==> src/rtl/axis_step_seeker.sv <==
// axis_step_seeker: single-axis step/direction seeker with soft-limit clamp and switch homing.
// Define AXIS_RAMP_EN to compile in the linear acceleration/deceleration ramp.
module axis_step_seeker #(
  parameter int POS_W      = 19,
  parameter int DIV_W      = 16,
  parameter int STEP_DIV   = 4,
  parameter int HOME_DIV   = 8,
  parameter int RAMP_START = 32
) (
  input  logic             Clock,
  input  logic             Reset,
  input  logic             Start,
  input  logic [POS_W-1:0] Target,
  input  logic [POS_W-1:0] Limit,
  input  logic             Home,
  input  logic             LS,
  input  logic             Abort,
  output logic [POS_W-1:0] Location,
  output logic             CW,
  output logic             CCW,
  output logic             Busy,
  output logic             Done,
  output logic             Clamped,
  output logic             Err,
  output logic             Homed
);

`ifdef AXIS_RAMP_EN
  localparam bit RAMP_ON = 1'b1;
`else
  localparam bit RAMP_ON = 1'b0;
`endif
  localparam logic [DIV_W-1:0] START_HALF = RAMP_ON ? DIV_W'(RAMP_START) : DIV_W'(STEP_DIV);
  localparam logic [DIV_W-1:0] HOME_HALF  = DIV_W'(HOME_DIV);

  typedef enum logic [2:0] {IDLE, MOVE_LO, MOVE_HI, HOME_LO, HOME_HI} state_t;

  state_t           state, state_nx;
  logic             ls_meta, ls_s;
  logic [DIV_W-1:0] cnt, cnt_nx, half, half_nx, phase_len;
  logic [POS_W-1:0] goal, goal_nx, loc_nx, clip;
  logic             dir, dir_nx, clamp, clamp_nx, over, phase_end;
  logic             cw_nx, ccw_nx, busy_nx, done_nx, clamped_nx, err_nx, homed_nx;
`ifdef AXIS_RAMP_EN
  logic [POS_W-1:0] rem;
  assign rem = dir ? (goal - Location) : (Location - goal);
`endif

  assign over      = Target > Limit;
  assign clip      = over ? Limit : Target;
  assign phase_len = ((state == HOME_LO) || (state == HOME_HI)) ? HOME_HALF : half;
  assign phase_end = (cnt == (phase_len - DIV_W'(1)));

  // Home switch is asynchronous: two-flop synchroniser before use.
  always_ff @(posedge Clock) begin
    if (Reset) begin
      ls_meta <= 1'b0;
      ls_s    <= 1'b0;
    end else begin
      ls_meta <= LS;
      ls_s    <= ls_meta;
    end
  end

  // State and registered outputs.
  always_ff @(posedge Clock) begin
    if (Reset) begin
      state    <= IDLE;
      cnt      <= '0;
      half     <= START_HALF;
      goal     <= '0;
      dir      <= 1'b0;
      clamp    <= 1'b0;
      Location <= '0;
      CW       <= 1'b0;
      CCW      <= 1'b0;
      Busy     <= 1'b0;
      Done     <= 1'b0;
      Clamped  <= 1'b0;
      Err      <= 1'b0;
      Homed    <= 1'b0;
    end else begin
      state    <= state_nx;
      cnt      <= cnt_nx;
      half     <= half_nx;
      goal     <= goal_nx;
      dir      <= dir_nx;
      clamp    <= clamp_nx;
      Location <= loc_nx;
      CW       <= cw_nx;
      CCW      <= ccw_nx;
      Busy     <= busy_nx;
      Done     <= done_nx;
      Clamped  <= clamped_nx;
      Err      <= err_nx;
      Homed    <= homed_nx;
    end
  end

  // Next-state and next-output logic; Abort overrides every state.
  always_comb begin
    state_nx   = state;
    cnt_nx     = cnt + DIV_W'(1);
    half_nx    = half;
    goal_nx    = goal;
    dir_nx     = dir;
    clamp_nx   = clamp;
    loc_nx     = Location;
    cw_nx      = CW;
    ccw_nx     = CCW;
    busy_nx    = Busy;
    done_nx    = 1'b0;
    clamped_nx = 1'b0;
    err_nx     = 1'b0;
    homed_nx   = Homed;
    if (Abort) begin
      state_nx = IDLE;
      cnt_nx   = '0;
      cw_nx    = 1'b0;
      ccw_nx   = 1'b0;
      busy_nx  = 1'b0;
    end else begin
      case (state)
        IDLE: begin
          cnt_nx = '0;
          if (Home) begin
            busy_nx  = 1'b1;
            homed_nx = 1'b0;
            state_nx = HOME_LO;
          end else if (Start && !Homed) begin
            err_nx = 1'b1;
          end else if (Start && (clip == Location)) begin
            done_nx    = 1'b1;
            clamped_nx = over;
          end else if (Start) begin
            goal_nx  = clip;
            clamp_nx = over;
            dir_nx   = clip > Location;
            half_nx  = START_HALF;
            busy_nx  = 1'b1;
            state_nx = MOVE_LO;
          end else begin
            state_nx = IDLE;
          end
        end
        MOVE_LO: begin
          if (phase_end) begin
            cnt_nx   = '0;
            cw_nx    = dir;
            ccw_nx   = !dir;
            loc_nx   = dir ? (Location + POS_W'(1)) : (Location - POS_W'(1));
            state_nx = MOVE_HI;
          end else begin
            state_nx = MOVE_LO;
          end
        end
        MOVE_HI: begin
          if (phase_end) begin
            cnt_nx = '0;
            cw_nx  = 1'b0;
            ccw_nx = 1'b0;
            if (Location == goal) begin
              busy_nx    = 1'b0;
              done_nx    = 1'b1;
              clamped_nx = clamp;
              state_nx   = IDLE;
            end else begin
              state_nx = MOVE_LO;
`ifdef AXIS_RAMP_EN
              // Decelerate once the remaining distance fits the ramp-down, else accelerate.
              if (32'(rem) <= (32'(RAMP_START) - 32'(half))) begin
                half_nx = (half < START_HALF) ? (half + DIV_W'(1)) : START_HALF;
              end else if (half > DIV_W'(STEP_DIV)) begin
                half_nx = half - DIV_W'(1);
              end else begin
                half_nx = half;
              end
`endif
            end
          end else begin
            state_nx = MOVE_HI;
          end
        end
        HOME_LO: begin
          if (phase_end && ls_s) begin
            cnt_nx   = '0;
            loc_nx   = '0;
            homed_nx = 1'b1;
            busy_nx  = 1'b0;
            done_nx  = 1'b1;
            state_nx = IDLE;
          end else if (phase_end) begin
            cnt_nx   = '0;
            ccw_nx   = 1'b1;
            loc_nx   = Location - POS_W'(1);
            state_nx = HOME_HI;
          end else begin
            state_nx = HOME_LO;
          end
        end
        HOME_HI: begin
          if (phase_end) begin
            cnt_nx   = '0;
            ccw_nx   = 1'b0;
            state_nx = HOME_LO;
          end else begin
            state_nx = HOME_HI;
          end
        end
        default: begin
          cnt_nx   = '0;
          cw_nx    = 1'b0;
          ccw_nx   = 1'b0;
          busy_nx  = 1'b0;
          state_nx = IDLE;
        end
      endcase
    end
  end

endmodule

==> config.mk <==
export PLATFORM = sky130hd
export DESIGN_NAME = axis_step_seeker
export DESIGN_NICKNAME = d
export VERILOG_FILES = /design/src/rtl/axis_step_seeker.sv
export SDC_FILE = /design/constraint.sdc
export NUM_CORES = 1
export LEC_CHECK = 0
export CORE_MARGIN = 2
export CORE_UTILIZATION = 36
export CTS_CLUSTER_SIZE = 25
export DETAILED_ROUTE_END_ITERATION = 8
export GPL_ROUTABILITY_DRIVEN = 0
export SETUP_SLACK_MARGIN = 0.15
export SLEW_MARGIN = 30
export SYNTH_ARGS = -nofsm -noshare
export SYNTH_HDL_FRONTEND = slang
export SYNTH_SLANG_ARGS = --single-unit
==> constraint.sdc <==
create_clock -name Clock -period 4.4 [get_ports Clock]
set_input_delay 0.88 -clock Clock [delete_from_list [all_inputs] [get_ports Clock]]
set_output_delay 0.88 -clock Clock [all_outputs]
set_load 0.03 [all_outputs]
# Yosys cells after proc, flatten, opt, wreduce, memory -nomap -nowiden
# Cells that the tools add are included.
[word_totals]
ff_bits = 68
inputBits = 44
out_inout_bits = 26
elab_cells = 122
[classes]
n_addsub = 4
n_lt_le_gt_ge = 2
n_eq_ne = 19
n_mux = 53
bitwise_logic = 7
reduce_logical = 22
[op_table]
columns = ["op", "n"]
rows = [
  ["19-bit two-way mux", 5],
  ["19-bit == test", 2],
  ["19-bit > comparator", 2],
  ["19-bit case mux with 2 select lines", 1],
  ["16-bit two-way mux", 2],
  ["16-bit case mux with 2 select lines", 1],
  ["1-bit two-way mux", 28],
  ["3-bit two-way mux", 7],
  ["19-bit by 1-bit adder with 19-bit output (second input constant)", 1],
  ["19-bit by 1-bit subtractor with 19-bit output (second input constant)", 1],
  ["16-bit by 1-bit adder with 16-bit output (second input constant)", 1],
  ["16-bit == test", 1],
  ["3-bit case mux with 5 select lines", 1],
  ["2-bit inequality test (second input constant)", 6],
  ["3-bit inequality test (second input constant)", 3],
  ["1-bit case mux with 4 select lines", 2],
  ["4-bit AND reduction", 2],
  ["1-bit inverter", 7],
  ["7-bit AND reduction", 1],
  ["3-bit by 2-bit == test with 1-bit output (second input constant)", 2],
  ["1-bit case mux with 3 select lines", 2],
  ["6-bit AND reduction", 1],
  ["2-bit OR reduction", 3],
  ["3-bit OR reduction", 2],
  ["17 further kinds", 23],
]

# Logic depth before layout (Yosys ltp)
[logic_depth]
ltp_word = 8
depth_mapped = 18
ltp_nobuf = 15

# Least setup slack after synthesis
# Ideal clock, no wire load.
[synth_path]
path_kind = "input port to flip-flop"
startpoint = "input port Limit[14]"
endpoint = "register goal[0]"
arrival_ps = 4279
t_required_ps = 4338
setup_slack_ps = 58
stages = 18
path_buffers = 3
path_cell_list = "inv_1 > ha_1 > nand2_1 > nor2_1 > nand2_1 > or4_1 > nand2_1 > clkbuf_1 > o21ai_0 > ha_1 > nand4_1 > nor4_1 > a22o_1 > o31a_1 > clkbuf_1 > clkbuf_1 > nand2_1 > nand3_1"
[synth_between]
elab_chain_len = 6
[synth_rtl]
columns = ["item", "line", "source"]
rows = [
  ["start, declared", "14", "input logic [POS_W-1:0] Limit,"],
  ["19-bit > comparator", "49", "assign over = Target > Limit;"],
  ["19-bit two-way mux", "50", "assign clip = over ? Limit : Target;"],
  ["named net clip[10]", "41", "logic [POS_W-1:0] goal, goal_nx, loc_nx, clip;"],
  ["19-bit == test", "132", "end else if (Start && (clip == Location)) begin"],
  ["1-bit logical AND", "132", ""],
  ["1-bit inverter (no line)", "--", ""],
  ["6-bit AND reduction (no line)", "--", ""],
  ["end signal, assigned", "86", "goal <= goal_nx;"],
  ["end, declared", "41", ""],
]
# The timed path passes the listed nets, and every way through them passes these cells.
# A chain may end at the register's enable or synchronous reset.

# Worst setup path after layout
[layout_path]
startpoint = "input port Limit[0]"
endpoint = "register goal[3]"
# The elaborated chain is that of the path after synthesis.

==> reports/metrics.cfg <==
[status]
status=complete, no violations

[global_route]
grt.overflow.total=0
grt_first_pass_wirelength_um=28740
grt_max_degree=38
antenna_found_initial=0
grt_pass1_vias=5648
grt_usage_pct=22.12

[clock_network]
root_buffer=clkbuf_16
numCtsBuffers=9
clkTransAtPathRegs_ns=0.06
cts.sinks=68
tritoncts=done
clk_latency_ns=0.34
hold_buffers=0
htree_levels=3
clk_path_buf_depth=2

[yosys]
synth.top_cells.by_area=dfxtp_1, ha_1, xor2_1
syn_area_mm2=0.005285
synth_cell_types=63
syn_inst=700
syn_nets=785
ys_async_sr_fraction_pct=0
synth_edf_count=0
synth_top_area_share_pct=25.76
ys_ff_latch=68
synth-warning-count=0
synth_top_area_cell=dfxtp_1
dominantRegCellSynth=dfxtp_1
ys_seq_area_share_pct=25.76
synth_area_per_cell_um2=7.550

[job]
drv_cap=0

[floorplanning]
pin_count=70
start_util_pct=36.64
die_area_mm2=0.01567
rows=44
die_w_um=125.2
dieHeight_um=125.2
design.core.area_mm2=0.01442

[worst_setup_path]
path_cells=clkdlybuf4s50_1 -> ha_1 -> nand3_2 -> or4_4 -> nand2_4 -> bufbuf_16 -> o21ai_1 -> ha_1 -> nand4_1 -> nor4_4 -> a22o_1 -> buf_6 -> nor2_4 -> buf_6 -> nand4_1 -> nand3_1
slowest_stage=or4_4
cpPeakStageDelay_ns=0.57
cp_max_fo=9
end_kind=flop
path_class=input port to flop
cp-start-kind=input port
worstPathRequired_ns=4.68
worstPathArrival_ns=4.45

[sta]
fin_crit_ns=4.167
whs_ns=0.4589
timing_hold_violations_final=0
finClkSkew_ns=0.006012
rsz0062_at_grt=false
setup_viol_count_final=0
final.period_utilization_pct=94.70
maxSlewViolCount=0
fmax_mhz=240.0
setup_ws_ns=0.2334
worst_slew_pin_slew_ns=0.8977
slew_headroom_pct=40.15
fin_tns_setup_ns=0

[place]
dpl_worst_slack_ns=-0.3585
dp_cells=990
hpwl_um=13160
io_buffers=69

[power_and_ir_drop]
power_leakage_nw=3.419
p_int_mw=1.382
pwr-share-comb_pct=26.5
seq_power_share_pct=33.3
powerDensity_mw_per_mm2=244.0
irDropWorstVdd_mv=0.1256
clockPowerShare_pct=40.2
p_switching_mw=0.5253
swShare_pct=27.54

[route]
dr.pass1.iters=5
num_vias=6051
ant_nets=0
routed_wl_um=18830
avgViaCountPerCell=5.869
wl_per_cell_um=18.26
drc=0
dr.first_iter.drc_count=784

[layout]
syn2layout_area_growth_pct=47.94
layout_common_cells=buf_4, dfxtp_1, nand2_1
final_common_cell=buf_4
drive_above_1_share_pct=22.43
stdcell_count=1031
fin_util_pct=54.21
antenna_cells=0
fin_nets=928

[worst_hold_path]
hold_class=flop to flop

==> sequential cells by signal, indices dropped and copies added, names as in the netlist, 3 cells and up <==
signal / cells
Location: 19
cnt: 16
goal: 19
state: 3
==> stage by stage <==
stage	instance area (um2)	power [mW]
finish	7819	1.908
global route	7819	1.982
CTS	7289	1.835
detailed placement	6729	1.020
global placement	6729	1.009
floorplan	5294	0.8290
==> worst max-delay path, delay by kind of cell <==
family                     cells  cell delay (ns)
AOI/OAI and AO/OA              2             0.32
and+or+nand+nor                8             1.55
buffers and inverters          4             1.04
adders and majority gates      2             0.62
==> layer usage <==
metal / global-route usage (%) / vias up / wire, um
li1: - / 2882 / -
met1: 30.07 / 2811 / 7894
met2: 35.36 / 304 / 8942
met3: 3.851 / 54 / 1379
met4: 7.843 / 0 / 611
met5: 0 / - / 0
==> layout make-up <==
| class | count | area [um2] |
|---|---|---|
| inverter | 44 | 165.2 |
| fill | 1239 | 6605 |
| timing repair buffer | 180 | 1847 |
| multi-input combinational | 540 | 3909 |
| clock buffer | 10 | 229.0 |
| clock inverter | 5 | 77.57 |
| tap | 184 | 230.2 |
| sequential | 68 | 1361 |
==> power groups by stage <==
stage                     logic, mW  registers [mW]  clock network, mW
final                         0.505           0.635              0.767
after global routing          0.543           0.636              0.802
after CTS                     0.433           0.635              0.767
after detailed placement      0.372           0.648                  0
after global placement        0.360           0.648                  0
after floorplan               0.185           0.644                  0
==> timing repair <==
action                                  in CTS  in global routing
resized for setup                           27                102
setup buffers                               12                  4
pin swaps                                   15                 25
endpoints found under the setup margin      27                 27
cloned                                       2                  8
==> cell usage after synthesis, drive strengths merged, types with 4 or more instances <==
library cell and number:
nor2b 6, ha 41, mux2i 4, a31oi 11, nand2b 6, or3 5, o311ai 4, inv 44
nand3 47, clkbuf 41, a21oi 31, nor3 20, a32o 5, o21ai 51, nand4 35, xnor2 14
nor2 53, dfxtp 68, and4 5, o211ai 20, nand2 55, xor2 29, and3 4, a211oi 6
a21o 9, o32ai 5, buf 7, nor4 18
==> path summary, 6_finish.rpt <==
check / startpoint / endpoint / slack, ns / depth (start not counted)
max: Limit[0] / goal[3] / 0.23 / 16
min: cnt[0] / cnt[0] / 0.46 / 1
max reg2reg: state[2] / Location[12] / 1.20 / 6
min reg2reg: cnt[0] / cnt[0] / 0.46 / 1
==> cell families after synthesis <==
group                    Yosys count  share of synthesized area (%)
AO/OA/AOI/OAI                    179                          23.20
multiplexers                       5                         0.9707
XOR/XNOR                          43                          7.126
buffers and inverters             92                          6.889
adder cells (fa/ha/maj)           41                          9.706
flip-flops                        68                          25.76
AND/OR/NAND/NOR                  272                          26.35
Power figures use the tool's default switching activity.
